## config.mk

```make
export PLATFORM = sky130hd
export DESIGN_NAME = multiplier_4x4_core
export DESIGN_NICKNAME = d
export VERILOG_FILES = /design/src/rtl/multiplier_4x4_core.sv
export SDC_FILE = /design/constraint.sdc
export NUM_CORES = 1
export LEC_CHECK = 0
export BUFFER_PORTS_ARGS = -buffer_cell sky130_fd_sc_hd__buf_2
export CELL_PAD_IN_SITES_DETAIL_PLACEMENT = 2
export CELL_PAD_IN_SITES_GLOBAL_PLACEMENT = 2
export CORE_AREA = 2 2 54 56
export CTS_BUF_LIST = sky130_fd_sc_hd__clkbuf_4 sky130_fd_sc_hd__clkbuf_8
export DETAILED_ROUTE_END_ITERATION = 8
export DIE_AREA = 0 0 56 58
export GPL_TIMING_DRIVEN = 0
export PLACE_DENSITY = 0.85
export SYNTH_ARGS = -nofsm -noshare
export SYNTH_HDL_FRONTEND = slang
export SYNTH_SLANG_ARGS = --single-unit
```

## constraint.sdc

```tcl
create_clock -name clk -period 7.4 [get_ports clk]
set_clock_uncertainty 0.2 [all_clocks]
set_input_delay 1.11 -clock clk [delete_from_list [all_inputs] [get_ports clk]]
set_output_delay 1.11 -clock clk [all_outputs]
set_load 0.01 [all_outputs]
```

## src/rtl/multiplier_4x4_core.sv

```systemverilog
// multiplier_4x4_core
//   Unsigned 4x4 -> 8 pipelined array multiplier. Operands are registered,
//   AND-gate partial products feed three ripple rows of half/full adders
//   (4 HA + 8 FA), and the product is registered with a valid flag.
//   Optional macro MULTIPLIER4X4_PIPE_EN inserts a mid-array register after
//   adder row 1 (latency 3 instead of 2).
// Ports:
//   clk       rising-edge clock
//   rst_n     async active-low reset
//   in_valid  A/B valid this cycle
//   A, B      4-bit unsigned operands
//   out_valid R holds a new product this cycle
//   R         8-bit unsigned product

module half_adder (
  input  logic a,
  input  logic b,
  output logic s,
  output logic c
);
  assign s = a ^ b;
  assign c = a & b;
endmodule

module full_adder (
  input  logic a,
  input  logic b,
  input  logic ci,
  output logic s,
  output logic co
);
  assign s  = a ^ b ^ ci;
  assign co = (a & b) | (ci & (a ^ b));
endmodule

module multiplier_4x4_core (
  input  logic       clk,
  input  logic       rst_n,
  input  logic       in_valid,
  input  logic [3:0] A,
  input  logic [3:0] B,
  output logic       out_valid,
  output logic [7:0] R
);

  // Stage 0 operand register
  logic [3:0] a_q, a_d, b_q, b_d;
  logic       v0_q, v0_d;
  // Stage 1 output register
  logic [7:0] r_q, r_d;
  logic       out_valid_q, out_valid_d;

  // Rows 0..1 partial products, from the stage-0 operands
  logic [1:0][3:0] pp;
  assign pp[0] = a_q & {4{b_q[0]}};
  assign pp[1] = a_q & {4{b_q[1]}};

  // Adder row 1: pp[1] + (pp[0] >> 1). Top input is 0, so bits 0 and 3 are HAs.
  logic [3:0] s1, c1;
  half_adder u_r1_b0 (.a(pp[1][0]), .b(pp[0][1]), .s(s1[0]), .c(c1[0]));
  full_adder u_r1_b1 (.a(pp[1][1]), .b(pp[0][2]), .ci(c1[0]), .s(s1[1]), .co(c1[1]));
  full_adder u_r1_b2 (.a(pp[1][2]), .b(pp[0][3]), .ci(c1[1]), .s(s1[2]), .co(c1[2]));
  half_adder u_r1_b3 (.a(pp[1][3]), .b(c1[2]), .s(s1[3]), .c(c1[3]));

  // Signals feeding rows 2..3: either straight through or via the mid register
  logic [3:0] acc_in;   // running sum entering row 2 (already shifted)
  logic [1:0] lo_in;    // finished product bits [1:0]
  logic [3:0] a_hi, b_hi;
  logic       v_arr;    // valid aligned with the array output

`ifdef MULTIPLIER4X4_PIPE_EN
  logic [3:0] acc_q, acc_d, am_q, am_d, bm_q, bm_d;
  logic [1:0] lo_q, lo_d;
  logic       vm_q, vm_d;

  always_comb begin
    acc_d = {c1[3], s1[3:1]};
    lo_d  = {s1[0], pp[0][0]};
    am_d  = a_q;
    bm_d  = b_q;
    vm_d  = v0_q;
  end

  always_ff @(posedge clk or negedge rst_n) begin
    if (!rst_n) begin
      acc_q <= '0;
      lo_q  <= '0;
      am_q  <= '0;
      bm_q  <= '0;
      vm_q  <= 1'b0;
    end else begin
      acc_q <= acc_d;
      lo_q  <= lo_d;
      am_q  <= am_d;
      bm_q  <= bm_d;
      vm_q  <= vm_d;
    end
  end

  always_comb begin
    acc_in = acc_q;
    lo_in  = lo_q;
    a_hi   = am_q;
    b_hi   = bm_q;
    v_arr  = vm_q;
  end
`else
  always_comb begin
    acc_in = {c1[3], s1[3:1]};
    lo_in  = {s1[0], pp[0][0]};
    a_hi   = a_q;
    b_hi   = b_q;
    v_arr  = v0_q;
  end
`endif

  // Adder rows 2..3: pp[r+2] + running sum. Each row retires one product bit
  // and passes {carry, sum[3:1]} down as the next shifted running sum.
  logic [2:0][3:0] acc_row;
  logic [1:0]      lo_row;
  assign acc_row[0] = acc_in;

  for (genvar r = 0; r < 2; r++) begin : g_row
    logic [3:0] pph, s, c;
    assign pph = a_hi & {4{b_hi[r+2]}};
    half_adder u_b0 (.a(pph[0]), .b(acc_row[r][0]), .s(s[0]), .c(c[0]));
    for (genvar j = 1; j < 4; j++) begin : g_fa
      full_adder u_fa (.a(pph[j]), .b(acc_row[r][j]), .ci(c[j-1]), .s(s[j]), .co(c[j]));
    end
    assign acc_row[r+1] = {c[3], s[3:1]};
    assign lo_row[r]    = s[0];
  end

  logic [7:0] prod;
  assign prod = {acc_row[2], lo_row, lo_in};

  always_comb begin
    a_d         = in_valid ? A : a_q;
    b_d         = in_valid ? B : b_q;
    v0_d        = in_valid;
    out_valid_d = v_arr;
    r_d         = v_arr ? prod : r_q;
  end

  always_ff @(posedge clk or negedge rst_n) begin
    if (!rst_n) begin
      a_q         <= '0;
      b_q         <= '0;
      v0_q        <= 1'b0;
      r_q         <= '0;
      out_valid_q <= 1'b0;
    end else begin
      a_q         <= a_d;
      b_q         <= b_d;
      v0_q        <= v0_d;
      r_q         <= r_d;
      out_valid_q <= out_valid_d;
    end
  end

  assign R         = r_q;
  assign out_valid = out_valid_q;

endmodule

```

# Yosys cells after proc, flatten, opt, wreduce, memory -nomap -nowiden
# Index checks and enable logic that the tools add are counted.
dict set report op_classes {
  bitwise 52
}
# cell count
set op_table {}
lappend op_table {{bitwise AND 1 bit} 20}
lappend op_table {{XOR 1 bit} 20}
lappend op_table {{bitwise AND 4 bit} 4}
lappend op_table {{bitwise OR 1 bit} 8}
dict set report totals {
  word_cells 57
  regBits 18
  in_bits 11
  out_inout_bits 9
}

# Depth between registers and ports, before layout
# Gate-level depths: netlist of run 1.
dict set report depth {
  ltp_word 16
  mapped_depth 16
  ltp_nobuf 16
}

# Hierarchy
# Synthesis of run 1 repeated with hierarchy kept, for this count alone.
dict set report unflattened {
  cells_unflattened 65
  hier_area_um2 1016.0
}
# module cells_per_inst instances seq_area_each_um2 area_each_um2
set modules_own_cells {}
lappend modules_own_cells {multiplier_4x4_core 53 1 450.4 805.8}
lappend modules_own_cells {full_adder 1 8 0.0 20.0}
lappend modules_own_cells {half_adder 1 4 0.0 12.5}

# Least setup slack after synthesis of run 1
# OpenSTA, ideal clock, no wires.
dict set report synth_path {
  path_type {register -> register}
  start {register b_q[1], in the netlist b_hi[1]}
  end {register r_q[6], in the netlist R[6]}
  required_time_ns 7.075
  arrival_time_ns 3.801
  slack_ns 3.274
  setup_time_ns 0.125
  path_buffers 0
  stages_incl_launch_ff 15
  period_less_slack_ns 4.126
  cell_sequence {dfrtp_1 > and2_1 > ha_1 > fa_1 > inv_1 > fa_1 > fa_1 > fa_1 > inv_1 > fa_1 > inv_1 > fa_1 > inv_1 > fa_1 > mux2_4}
}
dict set report synth_between {
  elab_chain_len 15
  word_cells_on_any_way 41
  classes_between {bitwise: 41}
}
# element line_no
set synth_lines {}
lappend synth_lines {{start: declaration} 47} ;# logic [3:0] a_q, a_d, b_q, b_d;
lappend synth_lines {{start signal: assignment} 148} ;# b_q <= '0;
lappend synth_lines {{start signal: assignment} 154} ;# b_q <= b_d;
lappend synth_lines {{bitwise AND 4 bit *} 56} ;# assign pp[1] = a_q & {4{b_q[1]}};
lappend synth_lines {{bitwise AND 1 bit or XOR 1 bit (tied branches)} {22, 32, 33}}
lappend synth_lines {{bitwise AND 1 bit} 33} ;# assign co = (a & b) | (ci & (a ^ b));
lappend synth_lines {{bitwise OR 1 bit} 33}
lappend synth_lines {{bitwise AND 1 bit or XOR 1 bit (tied branches)} {33, 32}}
lappend synth_lines {{bitwise OR 1 bit or XOR 1 bit (tied branches)} {33, 32}}
lappend synth_lines {{XOR 1 bit or bitwise AND 1 bit (tied branches)} {21, 33}}
lappend synth_lines {{XOR 1 bit or bitwise OR 1 bit (tied branches)} {32, 33}}
lappend synth_lines {{XOR 1 bit or bitwise AND 1 bit (tied branches)} {32, 33}}
lappend synth_lines {{XOR 1 bit or bitwise OR 1 bit (tied branches)} 33}
lappend synth_lines {{bitwise AND 1 bit or XOR 1 bit (tied branches)} {33, 32}}
lappend synth_lines {{bitwise OR 1 bit or XOR 1 bit (tied branches)} 33}
lappend synth_lines {{bitwise AND 1 bit} 33}
lappend synth_lines {{bitwise OR 1 bit} 33}
lappend synth_lines {{XOR 1 bit *} 32} ;# assign s = a ^ b ^ ci;
lappend synth_lines {{named net g_row[1].g_fa[3].u_fa.s} 29} ;# output logic s,
lappend synth_lines {{end signal: assignment} 156} ;# r_q <= r_d;
lappend synth_lines {{end: declaration} 50} ;# logic [7:0] r_q, r_d;
# Mark *: on every way through the listed nets, which the timed path passes. The rest lies on a longest branch.
# A chain may end at the register's enable or synchronous reset.

# Final worst setup path of run 1
# Ends and elaborated chain as after synthesis.

==> metrics, run 1 <==
Placed Cells=126; antenna cells=0; largest net degree at the start of global routing=19; Crit. End Element=flop; Congestion Overflow GR=0; slowest CP cell=fa_1; Worst Setup SP=b_hi[1]; R2R Path End=R[6]; initial core utilization=39.1%; initial DRC count=1; met2 WL post-DR=1130 µm; clock tree buffer depth=2; Clk Latency, worst-skew pair=290 ps; kind of cell adding the most delay to the critical path=adder cells; CP Data Required Time=7390 ps; relative slew slack=72.7%; Netlist cell types=11; TritonCTS buffer count=3; Tot Pwr=0.282 mW; max-cap viol count=0; Routed Antenna Nets=0; Layout area overhead=15.0%; DRC viols=0; Post-CTS Resized=0; mapped cell area=1040 µm²; Worst Setup Start Kind=flop; post-synthesis sequential area ratio=43.3%; root buf cell=clkbuf_4; data arrival time of the worst path=4340 ps; worst hold margin=223 ps; Mean Syn Cell Area=13.7 µm²; Hold Crit Depth=0; die span in x=56 µm; clock sinks=18; Slowest Stage Delay on Critical Path=500 ps; Routed WL=1990 µm; DP Area=1170 µm²; initial antenna violation count=0; crit path buf inv count=4; CP Max Fanout=5; Final #Nets=123; R2R Setup Slk=3050 ps; core box area=2660 µm²; Slew @ Worst Pin=410 ps; CTS tree=built; drt via density=4.73; Metal-1 WL=743 µm; worst hold start=out_valid_d; critical-path cell list=and2_1, ha_1, fa_1, inv_1, fa_1, fa_1, fa_1, inv_1, fa_1, inv_1, fa_1, inv_1, fa_1, mux2_4; H-tree Lvls=1; Setup-failing EPs final=0; PD cells=236 nW/µm²; Fin. Hold Viols=0; leakage=0.635 nW; final instance area=1200 µm²; metal3 WL=72 µm; post-CTS setup buffers=0; Tmin final=4350 ps; Min-Delay Path Class=flop to flop; PortBufs=19; layout cells sized above 1=38.8%; non-filler instance count after layout=129; routed len/inst=15.4 µm; hold buffers post-CTS=0; Highest Signal Layer=met4; total track usage=15.7%; worst vdd ir=0.106 mV; Fin Setup TNS=0 ps; Mapped Cells=76; RSZ-0062 raised after global routing=no; most used cell, CP=fa_1; Fillers=283; first-pass GRT wire length=3740 µm; Final GP Congestion=0.704; vias in the first global route=776; DIE AREA=3250 µm²; Reg clk slew, reported paths=100 ps; height of the die=58 µm; Final Util=44.9%; status=complete, no violations; max-slew violations=0; worst slack at placement=3010 ps; Post-DP HPWL=1600 µm; Max Fclk=230 MHz; io pins=20; syn_nets=99; DR vias=610; DR pass1 iterations=2; critical path class=flop to flop; Final Cycle Share=58.8%; setup slack after layout=3050 ps; hold endpoint=out_valid; Yosys warning count=0; row count=19; Worst R2R Path Depth=14; worst reg2reg startpoint=b_hi[1]; FF+latch count, synth=18
-- cell families (layout without fill, tap and decap cells) --
logic type,Yosys count,in the layout,share of synthesized area (%)
buffers and inverters,14,36,6.50
adder cells (fa/ha/maj),12,12,20.2
AO/OA/AOI/OAI,1,1,0.481
flip-flops,18,18,43.3
AND/OR/NAND/NOR,16,16,8.30
multiplexers,15,15,21.2
-- Yosys cell counts, drive strengths merged --
library cell	instances	area, µm²
nand3	1	5.00
mux2	14	210
inv	12	45.0
and2	10	62.6
o21ai	1	5.00
buf	2	22.5
nand2	5	18.8
dfrtp	18	450
ha	4	50.1
fa	8	160
mux2i	1	10.0
-- worst reg2reg max path, delay by kind of cell (launching register included) --
kind                     cells  cell delay, ps
AND/OR/NAND/NOR              1             190
flip-flops                   1             430
buffers and inverters        4             270
adder cells (fa/ha/maj)      8            2900
multiplexers                 1             260
-- layer usage --
metal | vias up | global-route usage [%]
li1 | 281 | -
met1 | 313 | 18.9
met2 | 11 | 26.6
met3 | 5 | 3.35
met4 | 0 | 8.16
met5 | - | 0
-- area by class of cell --
type / count / area (µm²) / share of cell area [%]
buffer: 2 / 22.5 / 1.88
timing repair buffer: 19 / 95.1 / 7.95
clock buffer: 3 / 22.5 / 1.88
sequential: 18 / 450 / 37.7
inverter: 12 / 45.0 / 3.77
tap: 31 / 38.8 / 3.24
multi-input combinational: 44 / 522 / 43.6
-- placed cells by master (no fill, tap or decap) --
cell,Yosys,routed
buf_2,0,19
dfrtp_1,18,18
mux2_4,14,14
inv_1,12,12
and2_1,10,10
fa_1,8,8
nand2_1,5,5
ha_1,4,4
clkbuf_4,0,3
buf_6,2,2
nand3_1,1,1
o21ai_0,1,1
mux2i_1,1,1
-- registers in the layout, indices dropped and copies added, names as in the netlist --
register and flops:
out_valid_d 1, a_hi 4, b_hi 4, out_valid 1, R 8
-- worst max-delay path by stage --
stage	cells past startpoint	slack, ps	end
6_report	14	3050	R[6]
5_1_grt	14	2880	R[6]
4_1_cts	14	2990	R[6]
3_5_place_dp	14	3010	R[6]
3_3_place_gp	14	3130	R[6]
2_1_floorplan	14	3270	R[6]
-- power by group --
group	switching (mW)	internal, mW	total, mW	leakage (nW)
clock network	0.0298	0.0190	0.0488	0.0138
logic	0.0452	0.0551	0.100	0.405
registers	0.0145	0.119	0.133	0.216
(Power assumes the default switching activity.)
==> run 2: changes to the inputs <==
Settings changed: CORE_AREA 2 2 54 56 to 2 2 56 58, DIE_AREA 0 0 56 58 to 0 0 58 60, PLACE_DENSITY 0.85 to 0.8.
Clock period 7.4 ns to 4.17 ns, I/O delays scaled along.
==> run 2 against run 1 <==
Against the previous run: global-route usage about the same; via count grew 6.7%; clock-buffer cell count unchanged; register-to-register slack lost 3000 ps; clock power up 94%; sequential cell count is the same; worst setup slack lost 3000 ps; fmax rose by 5.3%; combinational power rose by 110%; sequential share of layout area fell by 2.7 points; routed wire length up 14%; largest cell class unchanged.
==> metrics, run 2 (same netlist as run 1, synthesis figures left out) <==
Routed Antenna Nets=0 (unchanged); initial antenna violation count=0 (unchanged); Final #Nets=130 (was 123); final instance area=1290 µm² (was 1200 µm²); most frequent cells in the layout=buf_2 (19), dfrtp_1 (18), mux2_4 (14) (unchanged); max-cap viol count=0 (unchanged); core box area=2900 µm² (was 2660 µm²); io pins=20 (unchanged); DR vias=651 (was 610); worst vdd ir=0.219 mV (was 0.106 mV); PortBufs=19 (unchanged); DRC viols=0 (unchanged); routed len/inst=16.5 µm (was 15.4 µm); TritonCTS buffer count=3 (unchanged); die span in x=58 µm (was 56 µm); PD cells=420 nW/µm² (was 236 nW/µm²); Layout area overhead=24.1% (was 15.0%); antenna cells=0 (unchanged); Final GP Congestion=0.665 (was 0.704); Min-Delay Path Class=input pin to asynchronous set/reset pin (was flop to flop); register area=450 µm² (unchanged); root buf cell=clkbuf_4 (unchanged); DR pass1 iterations=4 (was 2); Slew @ Worst Pin=435 ps (was 410 ps); layout cells sized above 1=57.1% (was 38.8%); Post-DP HPWL=1570 µm (was 1600 µm); Congestion Overflow GR=0 (unchanged); slowest CP cell=fa_1 (unchanged); relative slew slack=71.0% (was 72.7%); total track usage=15.7% (about the same); CP Max Fanout=4 (was 5); first-pass GRT wire length=3820 µm (was 3740 µm); most common cell after layout, fill and taps aside=buf_2 (unchanged); Max Fclk=242 MHz (was 230 MHz); Crit. End Element=flop (unchanged); critical path class=flop to flop (unchanged); Multi-input gate area=557 µm² (was 522 µm²); critical-path cell list=buf_6, and2_4, fa_2, inv_2, fa_1, fa_2, fa_1, inv_2, fa_2, inv_2, fa_2, inv_2, fa_2, mux2_4 (was and2_1, ha_1, fa_1, inv_1, fa_1, fa_1, fa_1, inv_1, fa_1, inv_1, fa_1, inv_1, fa_1, mux2_4); vias in the first global route=756 (was 776); Tmin final=4130 ps (was 4350 ps); DIE AREA=3480 µm² (was 3250 µm²); Routed WL=2280 µm (was 1990 µm); DP Area=1180 µm² (was 1170 µm²); most used cell, CP=fa_2 (was fa_1); drt via density=4.72 (was 4.73); number of flip-flops in the largest register=8 (unchanged); H-tree Lvls=1 (unchanged); CP Data Required Time=4180 ps (was 7390 ps); Fillers=306 (was 283); Final Cycle Share=99.1% (was 58.8%); worst hold margin=32.0 ps (was 223 ps); Worst Setup Start Kind=flop (unchanged); initial DRC count=2 (was 1); Clk Latency, worst-skew pair=320 ps (was 290 ps); leakage=0.667 nW (was 0.635 nW); Reg clk slew, reported paths=110 ps (was 100 ps); clock tree buffer depth=2 (unchanged); initial core utilization=35.8% (was 39.1%); data arrival time of the worst path=4150 ps (was 4340 ps); hold buffers post-CTS=0 (unchanged); CTS tree=built (unchanged); max-slew violations=0 (unchanged); Setup-failing EPs final=0 (unchanged); RSZ-0062 raised after global routing=yes (was no); row count=20 (was 19); clock sinks=18 (unchanged); largest net degree at the start of global routing=19 (unchanged); Fin. Hold Viols=0 (unchanged); height of the die=60 µm (was 58 µm); status=complete, no violations (unchanged); Slowest Stage Delay on Critical Path=450 ps (was 500 ps)
[run 2: metrics by stage]
stage | total power, mW | setup slack [ps] | util [%] | cells | TNS (ps)
2_1_floorplan | 0.356 | 44.0 | - | 76 | 0
3_3_place_gp | 0.411 | -101 | 40.5 | 128 | -123
3_5_place_dp | 0.426 | -256 | 40.5 | 128 | -441
4_1_cts | 0.546 | 0.607 | 43.8 | 138 | 0
5_1_grt | 0.584 | -87.6 | 44.4 | 138 | -87.6
6_report | 0.542 | 36.3 | 44.4 | 138 | 0
[run 2: where the power goes]
group	total [mW]	internal, mW	switching (mW)
logic	0.213	0.116	0.0966
clock network	0.0947	0.0339	0.0608
registers	0.234	0.210	0.0235
[run 2: cell type report]
class | instances | share of cell area [%]
Inverter | 12 | 3.49
Timing Repair Buffer | 26 | 11.7
Sequential cell | 18 | 34.9
Tap cell | 33 | 3.20
Buffer | 2 | 1.75
Clock buffer | 3 | 1.75
Multi-Input combinational cell | 44 | 43.2
[run 2: critical path, delay by kind of cell (launching register included)]
kind                       cells  cell delay [ps]
muxes                          1              270
DFF                            1              430
and+or+nand+nor                1              150
adders and majority gates      7             2590
buffers and inverters          5              380
[run 2: path summary, 6_finish.rpt]
check,start,endpoint,slack [ps],depth (start not counted)
max,b_hi[0],R[6],40,14
min,rst_n,R[7],30,1
max reg2reg,b_hi[0],R[6],40,14
min reg2reg,out_valid_d,out_valid,210,0
max in group asynchronous,rst_n,a_hi[3],3430,1
min in group clk,out_valid_d,out_valid,210,0
[run 2: layer usage]
layer | vias to the layer above | routed length [µm] | GRT usage, %
li1 | 295 | - | -
met1 | 343 | 1010 | 19.5
met2 | 10 | 1180 | 26.3
met3 | 3 | 47 | 1.95
met4 | 0 | 40 | 8.97
met5 | - | 0 | 0
[run 2: what timing repair did]
| action | in CTS | in global routing |
|---|---|---|
| endpoints found under the setup margin | 2 | 2 |
| pin swaps | 6 | 3 |
| buffers inserted | 7 | 0 |
| resized for setup | 12 | 5 |
